--- config.mk ---
export PLATFORM = sky130hd
export DESIGN_NAME = keypad_event_scanner
export DESIGN_NICKNAME = d
export VERILOG_FILES = /design/src/rtl/keypad_event_scanner.sv
export SDC_FILE = /design/constraint.sdc
export NUM_CORES = 1
export LEC_CHECK = 0
export ABC_CLOCK_PERIOD_IN_PS = 5250
export BUFFER_PORTS_ARGS = -buffer_cell sky130_fd_sc_hd__buf_2
export CORE_MARGIN = 2
export CORE_UTILIZATION = 61
export DETAILED_ROUTE_END_ITERATION = 6
export PLACE_DENSITY = 0.87
export SLEW_MARGIN = 10
export SYNTH_ARGS = -nofsm -noshare
export SYNTH_HDL_FRONTEND = slang
export SYNTH_SLANG_ARGS = --single-unit
--- constraint.sdc ---
create_clock -name clock -period 5.25 [get_ports clock]
set_input_delay 1.3125 -clock clock [delete_from_list [all_inputs] [get_ports clock]]
set_output_delay 1.3125 -clock clock [all_outputs]
set_load 0.01 [all_outputs]
--- src/rtl/keypad_event_scanner.sv ---
// Matrix keypad scanner: drives active-low columns, samples active-low rows,
// debounces press and release per scan frame, queues one code per press.
// Ports: clock, reset_n (sync, active low), linhas (rows in), colunas (cols out),
//   key_code/key_valid/key_ready (show-ahead FIFO head), key_held, fifo_count,
//   overflow (sticky dropped-press flag).
module keypad_event_scanner #(
  parameter int CLK_FREQ        = 50000000,
  parameter int SCAN_HZ         = 1000,
  parameter int ROWS            = 4,
  parameter int COLS            = 4,
  parameter int DEBOUNCE_FRAMES = 4,
  parameter int FIFO_DEPTH      = 8,
  localparam int CW = $clog2(ROWS*COLS),
  localparam int NW = $clog2(FIFO_DEPTH+1)
) (
  input  logic            clock,
  input  logic            reset_n,
  input  logic [ROWS-1:0] linhas,
  output logic [COLS-1:0] colunas,
  output logic [CW-1:0]   key_code,
  output logic            key_valid,
  input  logic            key_ready,
  output logic            key_held,
  output logic [NW-1:0]   fifo_count,
  output logic            overflow
);

  localparam int DWELL = CLK_FREQ / SCAN_HZ;
  localparam int KEYS  = ROWS * COLS;
  localparam int DW    = $clog2(DWELL);
  localparam int COLW  = (COLS > 1) ? $clog2(COLS) : 1;
  localparam int CNTW  = $clog2(DEBOUNCE_FRAMES + 1);
  localparam int AW    = $clog2(FIFO_DEPTH);

  typedef enum logic [1:0] {
    IDLE,
    PRESS_CHK,
    HELD,
    RELEASE_CHK
  } state_t;

  logic [ROWS-1:0] sync1, sync2;
  logic [DW-1:0]   dcnt;
  logic [COLW-1:0] col;
  logic [KEYS-1:0] acc, frame_map;
  logic            sample, frame_end;
  logic            hit, trk_present;
  logic [CW-1:0]   code;

  state_t          state, state_nx;
  logic [CNTW-1:0] cnt, cnt_nx, cnt_inc;
  logic [CW-1:0]   trk, trk_nx;
  logic            push;

  logic [CW-1:0]   mem [FIFO_DEPTH];
  logic [AW-1:0]   wp, rp;
  logic [NW-1:0]   count;
  logic            full, pop, wr;

  assign sample    = (dcnt == DW'(DWELL - 1));
  assign frame_end = sample && (col == COLW'(COLS - 1));
  assign colunas   = ~(COLS'(1) << col);

  // Frame bitmap including the column being sampled this cycle, so the
  // frame-end decision sees the last column without an extra cycle.
  always_comb begin
    frame_map = acc;
    if (sample) begin
      for (int r = 0; r < ROWS; r++) begin
        if (!sync2[r]) frame_map[r*COLS + int'(col)] = 1'b1;
      end
    end
  end

  always_comb begin
    code = '0;
    for (int i = KEYS - 1; i >= 0; i--) begin
      if (frame_map[i]) code = CW'(i);
    end
  end

  assign hit         = |frame_map;
  assign trk_present = frame_map[trk];

  always_ff @(posedge clock) begin
    if (!reset_n) begin
      sync1 <= '1;
      sync2 <= '1;
      dcnt  <= '0;
      col   <= '0;
      acc   <= '0;
    end else begin
      sync1 <= linhas;
      sync2 <= sync1;
      if (sample) begin
        dcnt <= '0;
        if (frame_end) begin
          col <= '0;
          acc <= '0;
        end else begin
          col <= col + 1'b1;
          acc <= frame_map;
        end
      end else begin
        dcnt <= dcnt + 1'b1;
      end
    end
  end

  assign cnt_inc = cnt + 1'b1;

  always_ff @(posedge clock) begin
    if (!reset_n) begin
      state <= IDLE;
      cnt   <= '0;
      trk   <= '0;
    end else begin
      state <= state_nx;
      cnt   <= cnt_nx;
      trk   <= trk_nx;
    end
  end

  always_comb begin
    state_nx = state;
    cnt_nx   = cnt;
    trk_nx   = trk;
    push     = 1'b0;
    if (frame_end) begin
      unique case (state)
        IDLE: begin
          if (hit) begin
            trk_nx = code;
            cnt_nx = CNTW'(1);
            if (DEBOUNCE_FRAMES == 1) begin
              state_nx = HELD;
              push     = 1'b1;
            end else begin
              state_nx = PRESS_CHK;
            end
          end
        end
        PRESS_CHK: begin
          if (!hit) begin
            state_nx = IDLE;
          end else if (code == trk) begin
            cnt_nx = cnt_inc;
            if (cnt_inc == CNTW'(DEBOUNCE_FRAMES)) begin
              state_nx = HELD;
              push     = 1'b1;
            end
          end else begin
            trk_nx = code;
            cnt_nx = CNTW'(1);
          end
        end
        HELD: begin
          if (!trk_present) begin
            cnt_nx = CNTW'(1);
            if (DEBOUNCE_FRAMES == 1) state_nx = IDLE;
            else state_nx = RELEASE_CHK;
          end
        end
        RELEASE_CHK: begin
          if (trk_present) begin
            state_nx = HELD;
          end else begin
            cnt_nx = cnt_inc;
            if (cnt_inc == CNTW'(DEBOUNCE_FRAMES)) state_nx = IDLE;
          end
        end
        default: state_nx = IDLE;
      endcase
    end
  end

  assign key_held = (state == HELD) || (state == RELEASE_CHK);

  assign full       = (count == NW'(FIFO_DEPTH));
  assign key_valid  = (count != '0);
  assign pop        = key_valid && key_ready;
  // A pop on the same edge frees the slot, so a full FIFO still accepts.
  assign wr         = push && (!full || pop);
  assign key_code   = key_valid ? mem[rp] : '0;
  assign fifo_count = count;

  always_ff @(posedge clock) begin
    if (wr) mem[wp] <= trk_nx;
  end

  always_ff @(posedge clock) begin
    if (!reset_n) begin
      wp       <= '0;
      rp       <= '0;
      count    <= '0;
      overflow <= 1'b0;
    end else begin
      if (wr) wp <= wp + 1'b1;
      if (pop) rp <= rp + 1'b1;
      if (wr && !pop) count <= count + 1'b1;
      else if (!wr && pop) count <= count - 1'b1;
      if (push && !wr) overflow <= 1'b1;
    end
  end

endmodule
# [Word level (Yosys, flattened, before mapping)]
# Memory sizes are Yosys's and may differ from the RTL's. A register that Yosys moved wholly into a read port is not among the register bits.
# Index checks and enable logic that the tools add are counted.
# Widths: inputs -> output; s select.
[totals] regBits=62 ramBits=32 in_bits=7 output_inout_bits=15 elab_cells=143 memories=1
[classes] addsub=10 magnitude_cmp=9 n_eq_ne=15 n_shift=1 muxes=67 bitwise_logic=6 reduce_logical=22
[mem_list] name="mem" words=8 width=4 rd=1 rd_ports_with_merged_regs=1 wr=1 line="55" text="logic [CW-1:0] mem [FIFO_DEPTH];"
[op_table] operator="$mux 16" n=9
[op_table] operator="$mux 4" n=23
[op_table] operator="$or 16x16->16" n=3
[op_table] operator="$mux 3" n=7
[op_table] operator="$add 16x1->16 const B" n=1
[op_table] operator="$eq 16x16->1 const B" n=1
[op_table] operator="$mux 2" n=8
[op_table] operator="$or 16x4->16" n=1
[op_table] operator="$reduce_or 16->1" n=1
[op_table] operator="$demux 1 s4" n=3
[op_table] operator="$mux 1" n=12
[op_table] operator="$pmux 3 s4" n=1
[op_table] operator="$add 4x2->5 const A" n=2
[op_table] operator="$ge 5x1->1 const B" n=2
[op_table] operator="$logic_and 1x1->1" n=10
[op_table] operator="$lt 4x5->1 const B" n=2
[op_table] operator="$lt 5x5->1 const B" n=2
[op_table] operator="$add 3x1->3 const B" n=3
[op_table] operator="$ne 3x3->1 const B" n=3
[op_table] operator="$ne 2x2->1 const B" n=4
[op_table] operator="$pmux 2 s4" n=1
[op_table] operator="$pmux 4 s2" n=1
[op_table] operator="$eq 2x2->1 const B" n=3
[op_table] operator="$reduce_and 6->1" n=1
[op_table] operator="23 further kinds" n=26

# [Logic depth before layout (Yosys ltp)]
[depth] ltp_word=42 mapped_depth=20 ltp_nobuf=19

# [Worst setup path after synthesis]
# OpenSTA, ideal clock, no wires.
[synth_timing] kind="register to register" start="register dcnt[7]" end="register count[3], in the netlist fifo_count[3]" setup_time_ns=0.071 arrival_ns=4.296 required_ns=5.179 setup_slack_ns=0.883 stages_incl_launch_ff=19 synth_period_minus_slack_ns=4.367 cell_sequence="dfxtp_1 or4b_4 or4_1 buf_2 o211ai_1 nand4_1 xor2_1 o211ai_1 nor3_1 nand3_2 inv_1 ha_1 inv_1 ha_1 a21o_1 a21oi_1 xnor2_1 or3_1 a21oi_1"
[synth_between] elab_chain_len=27
[synth_lines] element="start, declared" line="43" text="logic [DW-1:0] dcnt;"
[synth_lines] element="start signal, assigned" line="105" text="dcnt <= dcnt + 1'b1;"
[synth_lines] element="$eq 16x16->1 *" line="60" text="assign sample = (dcnt == DW'(DWELL - 1));"
[synth_lines] element="$mux 16" line="68" text="if (sample) begin"
[synth_lines] element="$mux 4 (16 in series)" line="78" text="if (frame_map[i]) code = CW'(i);"
[synth_lines] element="$eq 4x4->1" line="146" text="end else if (code == trk) begin"
[synth_lines] element="$mux 1" line="146"
[synth_lines] element="$mux 1" line="144" text="if (!hit) begin"
[synth_lines] element="$mux 1" line="130" text="unique case (state)"
[synth_lines] element="$mux 1 *" line="129" text="if (frame_end) begin"
[synth_lines] element="$logic_and 1x1->1 *" line="183" text="assign wr = push && (!full || pop);"
[synth_lines] element="net wr" line="58" text="logic full, pop, wr;"
[synth_lines] element="$logic_not 1->1" line="201" text="else if (!wr && pop) count <= count - 1'b1;"
[synth_lines] element="$logic_and 1x1->1" line="201"
[synth_lines] element="$reduce_bool 2->1 (no source line)"
[synth_lines] element="end signal, assigned" line="200" text="if (wr && !pop) count <= count + 1'b1;"
[synth_lines] element="end signal, assigned" line="201"
[synth_lines] element="end, declared" line="57" text="logic [NW-1:0] count;"
# Mark *: on every way through the listed nets, which the timed path passes. The rest lies on a longest branch.
# A chain may end at the register's enable or synchronous reset.

# [Final worst setup path]
# Same ends and word-level chain as after synthesis.

==> flow_summary.yaml <==
status:
  outcome: "completed"
yosys:
  synth_area_per_cell_sq_um: 9.695
  netlist_area_sq_um: 4780
  fraction_of_the_mapped_netlist_area_in_compound_gates_pct: 13.74
  yosys_register_bits: 97
  sequential_area_share_after_synthesis_pct: 47.33
  synth_cell_type_count: 58
  synthXorXnorAreaFrac_pct: 3.482
  mappedNetlistNets: 513
  ys.warnings.count: 0
  synth_ff_type: "sky130_fd_sc_hd__dfxtp_1"
  async_flop_share_pct: 0
  synthAdderAreaFrac_pct: 3.560
  synth_enable_flop_cells: 32
  synthMuxAreaShare_pct: 6.806
  synth_cells: 493
  post_synth_and_or_nand_nor_area_fraction_pct: 21.65
  synth_top_family_by_area: "simple AND/OR/NAND/NOR gates"
clock_network:
  tritoncts.num_buffers: 9
  cts.repair.resized: 0
  path_clk_slew_ns: 0.10
  h-tree-depth: 3
  ctsHoldBuffers: 0
  clk_path_buf_depth: 2
  post_cts.repair.setup_buffers: 0
  clock-sinks: 97
  clk_latency_ns: 0.36
  clock_tree_from_tritoncts: "built"
  cts.root.buffer_cell: "sky130_fd_sc_hd__clkbuf_8"
timing:
  setup_viols_final: 0
  timing_hold_violations_final: 0
  finalWorstPathRequiredPeriod_ns: 4.896
  fin_tns_setup_ns: 0
  worst_slew_margin_rel_pct: 24.53
  worst_slew_pin_slew_ns: 1.120
  timing.final.crit_share_pct: 93.27
  max_freq_mhz: 204.2
  setup_repair_after_global_routing_missed_its_margin: "no"
  timing_max_transition_violations_final: 0
  clock_skew_ns: 0.01013
power_and_ir_drop:
  powerDensity_nw_per_um2: 242.6
  static-leakage-power_nw: 1.931
  power_mw: 1.245
  peakVddDrop_v: 0.0001820
final_layout:
  fillCellCount: 579
  stdcell_count: 609
  highest_count_cells_in_the_layout_ignoring_fill_and_taps: "sky130_fd_sc_hd__dfxtp_1 (65), sky130_fd_sc_hd__nor2_1 (59), sky130_fd_sc_hd__nand2_1 (36), sky130_fd_sc_hd__edfxtp_1 (32), sky130_fd_sc_hd__a21oi_1 (23)"
  nNetsFinal: 522
  multiInputGateArea_sq_um: 2376
  drive_gt1_share_pct: 12.23
  most_common_library_cell_in_the_layout_ignoring_fill_and_taps: "sky130_fd_sc_hd__dfxtp_1"
  syn2layout_area_growth_pct: 7.382
  layout.core_utilization_pct: 67.11
  antenna_cells: 0
  regArea_sq_um: 2262
critical_path:
  critical_path_required_ns: 5.53
  crit_path_start_kind: "register"
  criticalPathCategory: "register to register"
  ff2ff_path_depth: 17
  worst-endpoint-arrival_ns: 5.18
  largest_stage_delay_on_the_critical_path_ns: 0.75
  cp_cell_sequence: "or4b_4, or4_1, o211ai_1, nand4_1, xor2_1, o211ai_1, nor3_2, nand3_2, inv_1, ha_1, inv_1, ha_1, a21o_1, a21oi_1, xnor2_1, or3_1, a21oi_1"
  cp_slowest_cell: "sky130_fd_sc_hd__or4_1"
  path_max_fanout: 10
  critical_path.endpoint_type: "register"
detailed_routing:
  remaining_drc_errors: 0
  route.detailed.vias_per_inst: 6.333
  detail-route-antenna-nets: 0
  routed_wl_microns: 10480
  avgRoutedWirePerCell_microns: 17.21
  vias: 3857
  drtIter0Drc: 400
  drt-pass1-iter-count: 5
min_path:
  hold_path_depth: 1
  worstHoldPathType: "register to register"
grt:
  global_route_congestion_overflow_total: 0
  antenna_found_initial: 0
  grt_start_max_net_pins: 35
  grt_first_pass_wirelength_microns: 17620
  grt_pass1_vias: 3684
  gr-usage-all-layers_pct: 25.87
die:
  design.core.area_sq_um: 7647
  die_w_microns: 92.52
  design.portCount: 22
  row_count: 32
  die-area_sq_um: 8559
  starting_density_of_the_core_pct: 62.50
  die_h_microns: 92.52
place:
  routabilityCongestion: 0.9418
  place.detailed.hpwl_microns: 7703
  buffer_ports.inserted: 21
  dpl.cell_count: 593
run:
  max_cap_violations: 0
-- cell usage after synthesis, types with 4 or more instances --
cell type / n / share of area [%]
sky130_fd_sc_hd__or4_1: 5 / 0.79
sky130_fd_sc_hd__nand3b_1: 4 / 0.63
sky130_fd_sc_hd__nor4_1: 12 / 1.6
sky130_fd_sc_hd__nand2b_1: 8 / 1.0
sky130_fd_sc_hd__mux4_2: 8 / 3.8
sky130_fd_sc_hd__and3_1: 11 / 1.4
sky130_fd_sc_hd__nor2_1: 59 / 4.6
sky130_fd_sc_hd__ha_1: 12 / 3.1
sky130_fd_sc_hd__clkbuf_1: 20 / 1.6
sky130_fd_sc_hd__or3_1: 6 / 0.79
sky130_fd_sc_hd__a21oi_1: 23 / 2.4
sky130_fd_sc_hd__a31oi_1: 14 / 1.8
sky130_fd_sc_hd__inv_1: 19 / 1.5
sky130_fd_sc_hd__o21ai_0: 19 / 2.0
sky130_fd_sc_hd__mux2i_1: 10 / 2.1
sky130_fd_sc_hd__nor3_1: 9 / 0.94
sky130_fd_sc_hd__xor2_1: 9 / 1.6
sky130_fd_sc_hd__mux2_2: 4 / 0.94
sky130_fd_sc_hd__and2_1: 4 / 0.52
sky130_fd_sc_hd__nand4_1: 10 / 1.3
sky130_fd_sc_hd__o31ai_1: 7 / 1.1
sky130_fd_sc_hd__o211ai_1: 4 / 0.63
sky130_fd_sc_hd__dfxtp_1: 65 / 27
sky130_fd_sc_hd__edfxtp_1: 32 / 20
sky130_fd_sc_hd__nor3b_1: 5 / 0.79
sky130_fd_sc_hd__xnor2_1: 10 / 1.8
sky130_fd_sc_hd__nand3_1: 17 / 1.8
sky130_fd_sc_hd__nand2_1: 36 / 2.8
-- worst paths after layout --
path | to | slack [ns] | startpoint
worst min register to register | sync2[2]$_SDFF_PN1_ | 0.41 | sync1[2]$_SDFF_PN1_
worst min-delay path | sync2[2]$_SDFF_PN1_ | 0.41 | sync1[2]$_SDFF_PN1_
worst max-delay path | fifo_count[3]$_SDFFE_PN0P_ | 0.35 | dcnt[7]$_SDFF_PP0_
worst max register to register | fifo_count[3]$_SDFFE_PN0P_ | 0.35 | dcnt[7]$_SDFF_PP0_
-- report_power, final --
part | internal [mW] | total (mW) | switching (mW)
clock network | 0.180 | 0.448 | 0.268
registers | 0.774 | 0.777 | 0.00378
logic | 0.00641 | 0.0201 | 0.0137
-- routing by layer --
layer	wire length, microns	vias up	global-route usage [%]
li1	-	1841	-
met1	4405	1841	32.55
met2	5225	143	45.07
met3	552	32	3.499
met4	297	0	10.32
met5	0	-	0
-- cells by family after synthesis --
group	after synthesis
compound gates	100
xor+xnor	19
fa+ha+maj	13
buf+inv	43
flops	97
mux	22
simple gates	199
-- state kept, by name, summed over array words and instances (netlist names), named ones only --
signal / cells
acc: 16
overflow: 1
rp: 3
col: 2
cnt: 3
sync2: 4
wp: 3
trk: 4
mem: 32
dcnt: 16
fifo_count: 4
sync1: 4
state: 2
-- area by class of cell --
class | instances | area share [%]
well taps | 102 | 2.487
multi-input cells | 353 | 46.29
clock buffers | 9 | 2.413
clock inverters | 7 | 1.146
flip-flops and latches | 97 | 44.08
repair buffers | 22 | 2.194
inverters | 19 | 1.390
-- per-stage QoR --
stage | setup slack (ns) | hold WS (ns) | area [sq um]
global route | 0.1038 | 0.4397 | 5132
finish | 0.3536 | 0.4129 | 5132
floorplan | 0.8830 | 0.3863 | 4780
CTS | 0.2282 | 0.4133 | 5119
global placement | 0.5237 | 0.3902 | 4936
detailed placement | 0.2464 | 0.3909 | 4936
-- critical path: cells and delay by family, from the launching register on --
kind                       cells  cell delay, ns
xor gates and xnor gates       2            0.28
buffers and inverters          2            0.26
adders and majority gates      2            0.48
DFF                            1            0.36
and+or+nand+nor                6            2.34
AOI/OAI and AO/OA              5            1.10
No activity file was read; power rests on OpenSTA's default activity.
